## config.mk

```make
export PLATFORM = sky130hd
export DESIGN_NAME = fetch_sequencer_flat
export DESIGN_NICKNAME = d
export VERILOG_FILES = /design/src/rtl/fetch_sequencer_pkg.sv /design/src/rtl/fetch_sequencer_if.sv /design/src/rtl/fetch_hold_buf.sv /design/src/rtl/rca_16b.sv /design/src/rtl/fetch_sequencer.sv /design/src/flat_wrapper.sv
export SDC_FILE = /design/constraint.sdc
export NUM_CORES = 1
export LEC_CHECK = 0
export ABC_AREA = 1
export CELL_PAD_IN_SITES_DETAIL_PLACEMENT = 1
export CELL_PAD_IN_SITES_GLOBAL_PLACEMENT = 1
export CORE_MARGIN = 2
export CORE_UTILIZATION = 41
export CTS_BUF_LIST = sky130_fd_sc_hd__clkbuf_4 sky130_fd_sc_hd__clkbuf_8 sky130_fd_sc_hd__clkbuf_16
export DETAILED_ROUTE_END_ITERATION = 8
export PLACE_DENSITY_LB_ADDON = 0.1
export SLEW_MARGIN = 10
export SYNTH_ARGS = -nofsm -noshare
export SYNTH_HDL_FRONTEND = slang
export SYNTH_SLANG_ARGS = --single-unit
```

## constraint.sdc

```tcl
create_clock -name clk -period 8.4 [get_ports clk]
set_input_delay 2.52 -clock clk [delete_from_list [all_inputs] [get_ports clk]]
set_output_delay 2.52 -clock clk [all_outputs]
set_load 0.01 [all_outputs]
```

## src/rtl/fetch_sequencer_pkg.sv

```systemverilog
// Shared types and default constants for the instruction fetch sequencer.
package fetch_sequencer_pkg;

  localparam logic [15:0] DEF_RESET_PC  = 16'h0000;
  localparam logic [15:0] DEF_NOP_INSTR = 16'h0800;

  typedef enum logic [1:0] {
    FETCH = 2'd0,
    WAIT  = 2'd1,
    HOLD  = 2'd2,
    HALT  = 2'd3
  } fetchState_t;

endpackage

```

## src/rtl/fetch_sequencer_if.sv

```systemverilog
// Instruction memory port: read strobe/address out, stall/done/data back.
interface fetch_sequencer_if;
  logic        memRd;
  logic [15:0] memAddr;
  logic        memStall;
  logic        memDone;
  logic [15:0] memInstr;

  modport master (output memRd, memAddr, input memStall, memDone, memInstr);
  modport slave  (input memRd, memAddr, output memStall, memDone, memInstr);
endinterface

```

## src/rtl/fetch_hold_buf.sv

```systemverilog
// One-entry {instr, pc} buffer parking a fetch that completes while IF/ID is stalled.
module fetch_hold_buf (
  input  logic        clk,
  input  logic        rst,
  input  logic        capture,
  input  logic        drain,
  input  logic        flush,
  input  logic [15:0] instrIn,
  input  logic [15:0] pcIn,
  output logic        full,
  output logic [15:0] instrHeld,
  output logic [15:0] pcHeld
);
  always_ff @(posedge clk) begin
    if (rst)                 full <= 1'b0;
    else if (flush || drain) full <= 1'b0;
    else if (capture)        full <= 1'b1;
  end

  always_ff @(posedge clk) begin
    if (capture) begin
      instrHeld <= instrIn;
      pcHeld    <= pcIn;
    end
  end
endmodule

```

## src/rtl/rca_16b.sv

```systemverilog
// 16-bit ripple-carry adder, modulo 2^16 (carry out discarded).
module rca_16b (
  input  logic [15:0] a,
  input  logic [15:0] b,
  output logic [15:0] sum
);
  always_comb begin
    logic carry;
    carry = 1'b0;
    sum   = '0;
    for (int unsigned i = 0; i < 16; i++) begin
      sum[i] = a[i] ^ b[i] ^ carry;
      carry  = (a[i] & b[i]) | (carry & (a[i] ^ b[i]));
    end
  end
endmodule

```

## src/rtl/fetch_sequencer.sv

```systemverilog
// Owns the PC, sequences fetches over the stalling memory port and presents
// a registered {instr, PC, PC+2, valid} bundle to IF/ID.
module fetch_sequencer
  import fetch_sequencer_pkg::*;
#(
  parameter logic [15:0] RESET_PC  = DEF_RESET_PC,
  parameter logic [15:0] NOP_INSTR = DEF_NOP_INSTR
) (
  input  logic               clk,
  input  logic               rst,
  input  logic               stall,
  input  logic               redirect,
  input  logic [15:0]        redirectPC,
  input  logic               halt,
  fetch_sequencer_if.master  mem,
  output logic [15:0]        instrOut,
  output logic [15:0]        instrPC,
  output logic [15:0]        pcPlus2,
  output logic               instrValid,
  output logic               halted,
  output logic               misalignErr
);
  fetchState_t state, stateNext;
  logic [15:0] pc, pcNext, reqPC, reqPCNext;
  logic        squash, squashNext;
  logic        loadOut, clearOut, goHalt, misalignNext;
  logic        capture, drain, flush;
  logic        bufFull;
  logic [15:0] bufInstr, bufPC;
  logic [15:0] loadInstr, loadPC, loadPCPlus2;
  logic        memRd;
  logic [15:0] memAddr;

  assign mem.memRd   = memRd;
  assign mem.memAddr = memAddr;

  fetch_hold_buf holdBuf (
    .clk      (clk),
    .rst      (rst),
    .capture  (capture),
    .drain    (drain),
    .flush    (flush),
    .instrIn  (mem.memInstr),
    .pcIn     (reqPC),
    .full     (bufFull),
    .instrHeld(bufInstr),
    .pcHeld   (bufPC)
  );

  // Source of the bundle being loaded: live hit, completed miss, or parked entry.
  always_comb begin
    loadInstr = mem.memInstr;
    loadPC    = pc;
    unique case (state)
      WAIT:    loadPC = reqPC;
      HOLD:    begin loadPC = bufPC; loadInstr = bufInstr; end
      default: loadPC = pc;
    endcase
  end

  rca_16b incAdder (
    .a  (loadPC),
    .b  (16'd2),
    .sum(loadPCPlus2)
  );

  always_comb begin
    stateNext    = state;
    pcNext       = pc;
    reqPCNext    = reqPC;
    squashNext   = squash;
    loadOut      = 1'b0;
    clearOut     = 1'b0;
    goHalt       = 1'b0;
    misalignNext = 1'b0;
    capture      = 1'b0;
    drain        = 1'b0;
    flush        = 1'b0;
    memAddr      = (state == WAIT || state == HOLD) ? reqPC : pc;
    memRd        = (state == FETCH) & ~stall & ~redirect & ~rst;

    if (state != HALT && redirect) begin
      clearOut = 1'b1;
      if (redirectPC[0]) begin
        goHalt       = 1'b1;
        misalignNext = 1'b1;
        stateNext    = HALT;
      end else begin
        pcNext = redirectPC;
        unique case (state)
          // A miss completing in the redirect cycle needs no squash.
          WAIT: begin
            squashNext = ~mem.memDone;
            stateNext  = mem.memDone ? FETCH : WAIT;
          end
          HOLD: begin
            flush     = 1'b1;
            stateNext = FETCH;
          end
          default: stateNext = FETCH;
        endcase
      end
    end else if (state != HALT && halt && !stall) begin
      goHalt    = 1'b1;
      stateNext = HALT;
    end else begin
      unique case (state)
        FETCH: begin
          if (!stall) begin
            if (mem.memDone) begin
              loadOut = 1'b1;
              pcNext  = loadPCPlus2;
            end else if (mem.memStall) begin
              reqPCNext = pc;
              stateNext = WAIT;
            end
          end
        end
        WAIT: begin
          if (mem.memDone) begin
            if (squash) begin
              squashNext = 1'b0;
              stateNext  = FETCH;
            end else if (stall) begin
              capture   = 1'b1;
              stateNext = HOLD;
            end else begin
              loadOut   = 1'b1;
              pcNext    = loadPCPlus2;
              stateNext = FETCH;
            end
          end
        end
        HOLD: begin
          if (!stall && bufFull) begin
            loadOut   = 1'b1;
            drain     = 1'b1;
            pcNext    = loadPCPlus2;
            stateNext = FETCH;
          end
        end
        default: ;
      endcase
    end
  end

  always_ff @(posedge clk) begin
    if (rst) begin
      state       <= FETCH;
      pc          <= RESET_PC;
      reqPC       <= RESET_PC;
      squash      <= 1'b0;
      instrValid  <= 1'b0;
      instrOut    <= NOP_INSTR;
      instrPC     <= '0;
      pcPlus2     <= '0;
      halted      <= 1'b0;
      misalignErr <= 1'b0;
    end else begin
      state       <= stateNext;
      pc          <= pcNext;
      reqPC       <= reqPCNext;
      squash      <= squashNext;
      misalignErr <= misalignNext;
      if (goHalt) halted <= 1'b1;
      // An unstalled IF/ID consumes every cycle, so no new load means a bubble.
      if (loadOut) begin
        instrOut   <= loadInstr;
        instrPC    <= loadPC;
        pcPlus2    <= loadPCPlus2;
        instrValid <= 1'b1;
      end else if (clearOut || !stall || state == HALT) begin
        instrValid <= 1'b0;
        instrOut   <= NOP_INSTR;
      end
    end
  end
endmodule

```

## src/flat_wrapper.sv

```systemverilog
// flat-port wrapper written by rule: the top's interface ports become plain ports
module fetch_sequencer_flat import fetch_sequencer_pkg::*;
#(
  parameter logic [15:0] RESET_PC  = DEF_RESET_PC,
  parameter logic [15:0] NOP_INSTR = DEF_NOP_INSTR
)
  (clk, rst, stall, redirect, redirectPC, halt, instrOut, instrPC, pcPlus2, instrValid, halted, misalignErr, mem_memRd, mem_memAddr, mem_memStall, mem_memDone, mem_memInstr);
  fetch_sequencer_if mem_i ();
  input  logic clk;
  input  logic rst;
  input  logic stall;
  input  logic redirect;
  input  logic [15:0] redirectPC;
  input  logic halt;
  output logic [15:0] instrOut;
  output logic [15:0] instrPC;
  output logic [15:0] pcPlus2;
  output logic instrValid;
  output logic halted;
  output logic misalignErr;
  output wire logic [$bits(mem_i.memRd)-1:0] mem_memRd;
  output wire logic [$bits(mem_i.memAddr)-1:0] mem_memAddr;
  input wire logic [$bits(mem_i.memStall)-1:0] mem_memStall;
  input wire logic [$bits(mem_i.memDone)-1:0] mem_memDone;
  input wire logic [$bits(mem_i.memInstr)-1:0] mem_memInstr;
  assign mem_memRd = mem_i.memRd;
  assign mem_memAddr = mem_i.memAddr;
  assign mem_i.memStall = mem_memStall;
  assign mem_i.memDone = mem_memDone;
  assign mem_i.memInstr = mem_memInstr;
  fetch_sequencer #(.RESET_PC(RESET_PC), .NOP_INSTR(NOP_INSTR)) u_core (.clk(clk), .rst(rst), .stall(stall), .redirect(redirect), .redirectPC(redirectPC), .halt(halt), .mem(mem_i), .instrOut(instrOut), .instrPC(instrPC), .pcPlus2(pcPlus2), .instrValid(instrValid), .halted(halted), .misalignErr(misalignErr));
endmodule
```

* Word level (Yosys, flattened, before mapping) *
Index checks and enable logic that the tools add are counted.

cells by class
  muxes and demuxes = 61
  reduce and logical (&&, ||, !) cells = 20
  bitwise operators = 37
  eq/ne operators = 17

operator list
  operator            number
  $mux 16             13
  $pmux 16 s3         1
  $mux 1              33
  $pmux 16 s2         1
  $mux 2              11
  $ne 4x4->1 const B  5
  $ne 3x3->1 const B  6
  $and 1x1->1         16
  $xor 1x1->1         14
  $reduce_and 6->1    2
  $reduce_and 9->1    1
  $not 1->1           7
  $pmux 2 s3          1
  $reduce_bool 5->1   1
  $eq 2x2->1 const B  2
  $logic_and 1x1->1   4
  $logic_or 1x1->1    4
  $ne 2x2->1 const B  2
  $reduce_and 4->1    1
  $reduce_bool 2->1   2
  $reduce_bool 4->1   1
  $reduce_or 2->1     2
  $pmux 1 s3          1
  $eq 2x1->1 const B  1
  3 further kinds     3

word-level totals
  input bits = 39
  logic and storage cells = 148
  register bits after elaboration = 119
  output and inout bits = 68

* Logic depth before layout (Yosys ltp) *
Gate-level depths: netlist of run 1.

  depth after elaboration = 22
  gate-level depth with buffers = 27
  mapped depth without buffers = 25

* Modules after synthesis *
A second synthesis of run 1 with hierarchy kept.

second synthesis, totals
  cell total of the unflattened synthesis = 807
  area, all modules = 5988.2 sq um

by module, submodules not included
  module           area an instance (sq um)  cells an instance  sequential area each (sq um)  times used
  fetch_sequencer  4636.9                    739                1721.7                        1
  fetch_hold_buf   999.7                     38                 980.9                         1
  rca_16b          351.6                     30                 0.0                           1

* Worst setup path after synthesis of run 1 *
No wires, ideal clock.

  path type = input port to output port
  start = input rst
  end = output mem_memRd
  path slack = 2658 ps
  arrival = 3222 ps
  buffers on the path = 2
  required time = 5880 ps
  stages on the path = 3
  path through = clkbuf_1 > clkbuf_1 > nor4_1

on the way
  word-level cells in the longest chain between the ends = 2

RTL lines
  item         line                   RTL
  from (decl)  flat_wrapper.sv:10     input logic rst;
  $not 1->1    fetch_sequencer.sv:80  memRd = (state == FETCH) & ~stall & ~redirect & ~rst;
  $and 1x1->1  fetch_sequencer.sv:80
  to (decl)    flat_wrapper.sv:21     output wire logic [$bits(mem_i.memRd)-1:0] mem_memRd;

No other way between the ends.

* Worst setup path in the final report of run 1 *
  start = input stall
  end = output mem_memRd

on the way
  word-level cells in the longest chain between the ends = 4

RTL lines
  item                      line                   RTL
  from (decl)               flat_wrapper.sv:11     input logic stall;
  $not 1->1 (no line)       --
  $and 1x1->1 (3 in a row)  fetch_sequencer.sv:80

No other way between the ends.

==> flow_summary.toml, run 1 <==
[outcome]
status = "complete, no violations"

[drt]
drt-initial-drc-count = 327
vias = 5368
wl_met3_um = 762
drt-met1-wl_um = 7640
viasPerCell = 5.41
firstDrtPassIters = 5
drt.antenna.violating_nets = 0
remaining_drc_errors = 0
top_layer_used = "met4"
wl_um = 18000
dr_wl_met2_um = 9110
wl_per_cell_um = 18.1

[global_route]
grt-ovfl-total = 0
grt_pass1_vias = 5605
antenna_found_initial = 0
track_usage_pct = 25.6
grt_max_degree = 53
grt_pass1_wl_um = 28700

[cells_and_area]
area_growth_pct = 30.2
final_cells = 992
antennaDiodeCount = 0
design_area_sq_um = 7240
final_util_pct = 54.6
layout.nets = 860
layout-drive-gt1-share_pct = 6.62

[clock_tree]
cts_tree = "done"
clk_latency_ps = 420
cts_made_buffers = 17
clkTransAtPathRegs_ps = 60
ctsHoldBuffers = 0
post-cts-setup-buffers = 0
cts_resized = 0
cts_buffer_depth = 2
htreeDepth = 4
cts_sinks = 118
ctsRootBufferMaster = "clkbuf_16"

[worst_setup_path]
worstPathMaxFanout = 6
worst_ep_arrival_time_ps = 3950
crit_top_cell = "clkdlybuf4s50_1"
crit_path_end_kind = "output pin"
reg2reg_depth = 25
critPathRequiredTime_ps = 5880
startpoint_type = "input pin"
cpMaxStageDelayCell = "clkdlybuf4s50_1"
crit_type = "input pin to output pin"
r2r_end = "u_core.pc[14]"
ff2ff_setup_slack_ps = 3230
slowest_delay_ps = 590
reg2reg_from = "u_core.state[0]"
crit_chain = "clkdlybuf4s50_1 > nor4_1 > clkdlybuf4s50_1"

[placement]
placed_area_sq_um = 6620
port_buffers = 106
post-place-cells = 960
pre_cts_ws_ps = 1950
dpl.hpwl_um = 11800
gp_congestion = 0.872

[timing]
final-setup-viol-count = 0
slew_viol_final = 0
hold-worst-slack_ps = 454
finalWorstSetupSlack_ps = 1930
grt_setup_unrepaired = "no"
timing.final.crit_share_pct = 77.0
tightest_slew_ps = 1110
relSlewSlack_pct = 25.8
fin_crit_ps = 6470
setup_tns_ps = 0
hold_violations = 0
fmax_ghz = 0.155
fin_worst_skew_ps = 8.14

[worst_hold_path]
whs_endpoint = "u_core.pcPlus2[1]"
worstHoldStart = "u_core.pcPlus2[1]"
whs_path_depth = 2
hold_path_class = "register to register"

[synthesis]
synth.distinct_cells = 28
yosysSeqAreaShare_pct = 48.2
syn_area_sq_um = 5560
netlist.area_leader.share_pct = 31.0
ys_ff_latch = 118
syn_inst = 719
synth_warnings = 0
syn_area_per_cell_sq_um = 7.73
synthTopCellsByArea = "dfxtp_1 31%, edfxtp_1 17%, nand2_1 16%"
syn_nets = 776
yosys.area.top_type = "dfxtp_1"

[power]
powerDensity_nw_per_um2 = 323
irDropWorstVdd_mv = 0.164
p_leak_nw = 2.93
p_total_mw = 2.34

[floorplan]
initial_utilization_pct = 42.0
dieArea_sq_um = 14500
die-height_um = 120
num_rows = 42
coreArea_sq_um = 13200
fp.dieW_um = 120
ios = 107

[run]
max_cap_viol_count = 0
## metal layers
| layer | track usage [%] | up-vias |
|---|---|---|
| li1 | - | 2567 |
| met1 | 30.6 | 2622 |
| met2 | 44.0 | 142 |
| met3 | 5.85 | 37 |
| met4 | 11.0 | 0 |
| met5 | 0 | - |
## how the worst max path moves through the flow
stage / start / to / slack (ps) / cells after the start
global placement: stall / mem_memRd / 1970 / 3
detailed placement: stall / mem_memRd / 1950 / 3
floorplan: rst / mem_memRd / 2660 / 3
CTS: stall / mem_memRd / 1930 / 3
global route: stall / mem_memRd / 1850 / 3
finish: stall / mem_memRd / 1930 / 3
## cell usage after synthesis
library cell,count
buf_6,7
buf_2,17
clkinv_1,2
nor2_1,74
nand3_2,4
nor3_2,1
o21a_1,1
a21oi_1,52
inv_2,5
inv_1,20
ha_1,18
nor3_1,1
buf_4,3
nand3_1,43
a21oi_2,1
nand2_2,2
dfxtp_1,86
nor2_4,1
nand3b_1,13
nor4_1,1
edfxtp_1,32
clkbuf_1,18
buf_1,3
o21ai_0,24
o21bai_1,1
o211ai_1,1
nand2_1,241
nand4_1,47
## critical path: cells and delay by family
family | cells | cell delay, ps
buffers and inverters | 2 | 1120
AND/OR/NAND/NOR | 1 | 320
## placed cells by master (no fill, tap or decap), drive strengths merged, types with 4 or more instances in the layout
| master | Yosys | layout |
|---|---|---|
| nand2 | 243 | 243 |
| clkdlybuf4s50 | 0 | 105 |
| dfxtp | 86 | 86 |
| nor2 | 75 | 75 |
| a21oi | 53 | 53 |
| nand4 | 47 | 47 |
| nand3 | 47 | 47 |
| edfxtp | 32 | 32 |
| inv | 25 | 26 |
| o21ai | 24 | 24 |
| clkbuf | 18 | 20 |
| ha | 18 | 18 |
| nand3b | 13 | 13 |
| buf | 30 | 8 |
| clkinv | 2 | 6 |
| clkinvlp | 0 | 4 |
## cell families after synthesis
logic type	share of synthesized area (%)
AO/OA/AOI/OAI	7.40
adder cells (fa/ha/maj)	4.05
buffers and inverters	6.59
flip-flops	48.2
AND/OR/NAND/NOR	33.7
## sequential cells by signal, summed over array words and instances (netlist names)
register / count
u_core.holdBuf.instrHeld: 16
u_core.holdBuf.pcHeld: 16
u_core.instrOut: 16
u_core.instrPC: 16
u_core.pc: 16
u_core.reqPC: 16
u_core.pcPlus2: 15
u_core.state: 2
u_core.halted: 1
u_core.holdBuf.full: 1
u_core.instrValid: 1
u_core.misalignErr: 1
u_core.squash: 1
## cell type report
| type | count | area [sq um] |
|---|---|---|
| Clock buffer | 20 | 454 |
| Clock inverter | 12 | 153 |
| Fill cell | 1631 | 6010 |
| Inverter | 27 | 101 |
| Multi-Input combinational cell | 526 | 2520 |
| Sequential cell | 118 | 2680 |
| Tap cell | 176 | 220 |
| Timing Repair Buffer | 113 | 1110 |
## where the power goes
| part | total (mW) | switching [mW] | internal (mW) |
|---|---|---|---|
| combinational | 0.884 | 0.585 | 0.299 |
| clock | 0.747 | 0.268 | 0.480 |
| sequential | 0.707 | 0.0504 | 0.656 |
Power figures use the tool's default switching activity.
==> run 2: changes to the inputs <==
--- a/config.mk
+++ b/config.mk
@@ -9,7 +9,7 @@
 export CELL_PAD_IN_SITES_DETAIL_PLACEMENT = 1
 export CELL_PAD_IN_SITES_GLOBAL_PLACEMENT = 1
 export CORE_MARGIN = 2
-export CORE_UTILIZATION = 41
+export CORE_UTILIZATION = 34
 export CTS_BUF_LIST = sky130_fd_sc_hd__clkbuf_4 sky130_fd_sc_hd__clkbuf_8 sky130_fd_sc_hd__clkbuf_16
 export DETAILED_ROUTE_END_ITERATION = 8
 export PLACE_DENSITY_LB_ADDON = 0.1
==> constraint.sdc (replaced) <==
create_clock -name clk -period 5.7 [get_ports clk]
set_input_delay 1.71 -clock clk [delete_from_list [all_inputs] [get_ports clk]]
set_output_delay 1.71 -clock clk [all_outputs]
set_load 0.01 [all_outputs]
==> flow_summary.toml, run 2 (synthesized netlist as in run 1, its figures left out) <==
[timing]
hold_violations = 0
fin_worst_skew_ps = 8.51
setup_tns_ps = 0
fmax_ghz = 0.199
slew_viol_final = 0
final-setup-viol-count = 0
relSlewSlack_pct = 37.8
grt_setup_unrepaired = "no"
hold-worst-slack_ps = 462
fin_crit_ps = 5030
tightest_slew_ps = 931
timing.final.crit_share_pct = 88.2

[power]
pwr-share-comb_pct = 37.9
power.share.sequential_pct = 29.3
powerDensity_nw_per_um2 = 482
swShare_pct = 38.8
clock_power_share_pct = 32.9
irDropWorstVdd_mv = 0.219
p_switching_mw = 1.38
intPower_mw = 2.17
p_leak_nw = 2.98

[clock_tree]
post-cts-setup-buffers = 0
ctsHoldBuffers = 0
htreeDepth = 4
cts_buffer_depth = 2
cts_resized = 0
clk_latency_ps = 420
cts_sinks = 118
ctsRootBufferMaster = "clkbuf_16"
clkTransAtPathRegs_ps = 60
cts_tree = "done"
cts_made_buffers = 17

[drt]
drt-initial-drc-count = 427
drt.antenna.violating_nets = 0
wl_per_cell_um = 18.1
remaining_drc_errors = 0
viasPerCell = 5.19
firstDrtPassIters = 4
wl_um = 18800
vias = 5385

[worst_setup_path]
worstPathMaxFanout = 13
crit_path_start = "u_core.state[0]"
crit_type = "register to register"
critPathBufInv = 2
worst_ep_arrival_time_ps = 5340
cpMaxStageDelayCell = "ha_1"
cp_top_family = "adder cells"
ff2ff_setup_slack_ps = 670
critPathRequiredTime_ps = 6020
crit_chain = "inv_1 > ha_1 > clkinv_1 > nand2_1 > nand3_1 > ha_1 > ha_1 > ha_1 > ha_1 > ha_1 > ha_1 > ha_1 > ha_1 > ha_1 > ha_1 > ha_1 > ha_1 > ha_1 > nand2_1 > nand2_1 > nand3b_1 > nand2_1 > nor2_1"
r2r_end = "u_core.pc[14]"
reg2reg_depth = 23
crit_top_cell = "ha_1"
crit_path_end_kind = "register"
slowest_delay_ps = 560
path_depth = 23
reg2reg_from = "u_core.state[0]"
startpoint_type = "register"
cp-endpoint = "u_core.pc[14]"

[floorplan]
coreArea_sq_um = 15900
num_rows = 46
dieArea_sq_um = 17400
fp.dieW_um = 132
ios = 107
die-height_um = 132
initial_utilization_pct = 34.9

[global_route]
grt_max_degree = 52
grt-ovfl-total = 0
track_usage_pct = 22.2
antenna_found_initial = 0
grt_pass1_vias = 5595
grt_pass1_wl_um = 30500

[placement]
gp_congestion = 0.863
post-place-cells = 1005
dpl.hpwl_um = 12700
placed_area_sq_um = 6710
port_buffers = 106

[outcome]
status = "complete, no violations"

[cells_and_area]
mostFrequentLayoutCells = "241 x nand2_1, 105 x clkdlybuf4s50_1, 86 x dfxtp_1"
fill_cells = 1965
layout.nets = 865
area_growth_pct = 32.4
final_common_cell = "nand2_1"
antennaDiodeCount = 0
final_cells = 1037
design_area_sq_um = 7360
layout-drive-gt1-share_pct = 7.19
final_util_pct = 46.2

[worst_hold_path]
whs_path_depth = 2
hold_path_class = "register to register"

[run]
max_cap_viol_count = 0
-- run 2: cell type report --
| cell class | count | area, sq um | share of cell area [%] |
|---|---|---|---|
| timing repair buffer | 118 | 1150 | 15.6 |
| sequential | 118 | 2680 | 36.4 |
| tap | 216 | 270 | 3.67 |
| clock buffer | 20 | 483 | 6.56 |
| clock inverter | 12 | 168 | 2.28 |
| multi-input combinational | 526 | 2510 | 34.1 |
| inverter | 27 | 101 | 1.38 |
-- run 2: metal layers --
layer	GRT usage, %	wire length (um)	vias up	share of wire, %
met1	28.5	8420	2664	45
met3	4.84	782	26	4.2
met5	0	0	-	0
met2	37.0	9220	118	49
li1	-	-	2577	-
met4	7.73	349	0	1.9
-- run 2: through the flow --
stage / power, mW / setup slack [ps]
after CTS: 3.59 / 683
after detailed placement: 2.40 / 712
after floorplan: 1.88 / 1370
after global placement: 2.37 / 867
after global routing: 3.76 / 331
final: 3.55 / 674
-- run 2: worst min path at each step --
stage | from | endpoint | slack (ps)
global route | u_core.pcPlus2[1] | u_core.pcPlus2[1] | 480
finish | u_core.pcPlus2[3] | u_core.pcPlus2[3] | 460
global placement | u_core.reqPC[0] | u_core.holdBuf.pcHeld[0] | 440
floorplan | u_core.reqPC[0] | u_core.holdBuf.pcHeld[0] | 430
detailed placement | u_core.reqPC[0] | u_core.holdBuf.pcHeld[0] | 450
CTS | u_core.pcPlus2[7] | u_core.pcPlus2[7] | 460
-- run 2: worst reg2reg max path: cells and delay by family (launching register included) --
family                     cells  cell delay (ps)
DFF                            1              390
buffers and inverters          2              490
and+or+nand+nor                7              750
adders and majority gates     14             3300
-- run 2: power by group through the flow --
| stage | Combinational, mW | Sequential [mW] | Clock, mW |
|---|---|---|---|
| floorplan | 0.833 | 1.05 | 0 |
| global placement | 1.32 | 1.05 | 0 |
| detailed placement | 1.34 | 1.05 | 0 |
| CTS | 1.36 | 1.04 | 1.19 |
| global route | 1.49 | 1.05 | 1.22 |
| finish | 1.34 | 1.04 | 1.17 |
==> run 3: changes to the inputs <==
--- a/config.mk
+++ b/config.mk
@@ -13,7 +13,7 @@
 export CTS_BUF_LIST = sky130_fd_sc_hd__clkbuf_4 sky130_fd_sc_hd__clkbuf_8 sky130_fd_sc_hd__clkbuf_16
 export DETAILED_ROUTE_END_ITERATION = 8
 export PLACE_DENSITY_LB_ADDON = 0.1
-export SLEW_MARGIN = 10
+export SLEW_MARGIN = 15
 export SYNTH_ARGS = -nofsm -noshare
 export SYNTH_HDL_FRONTEND = slang
 export SYNTH_SLANG_ARGS = --single-unit
==> results of run 3 <==
No change in the layout: final DEF, timing and power equal those of run 2.
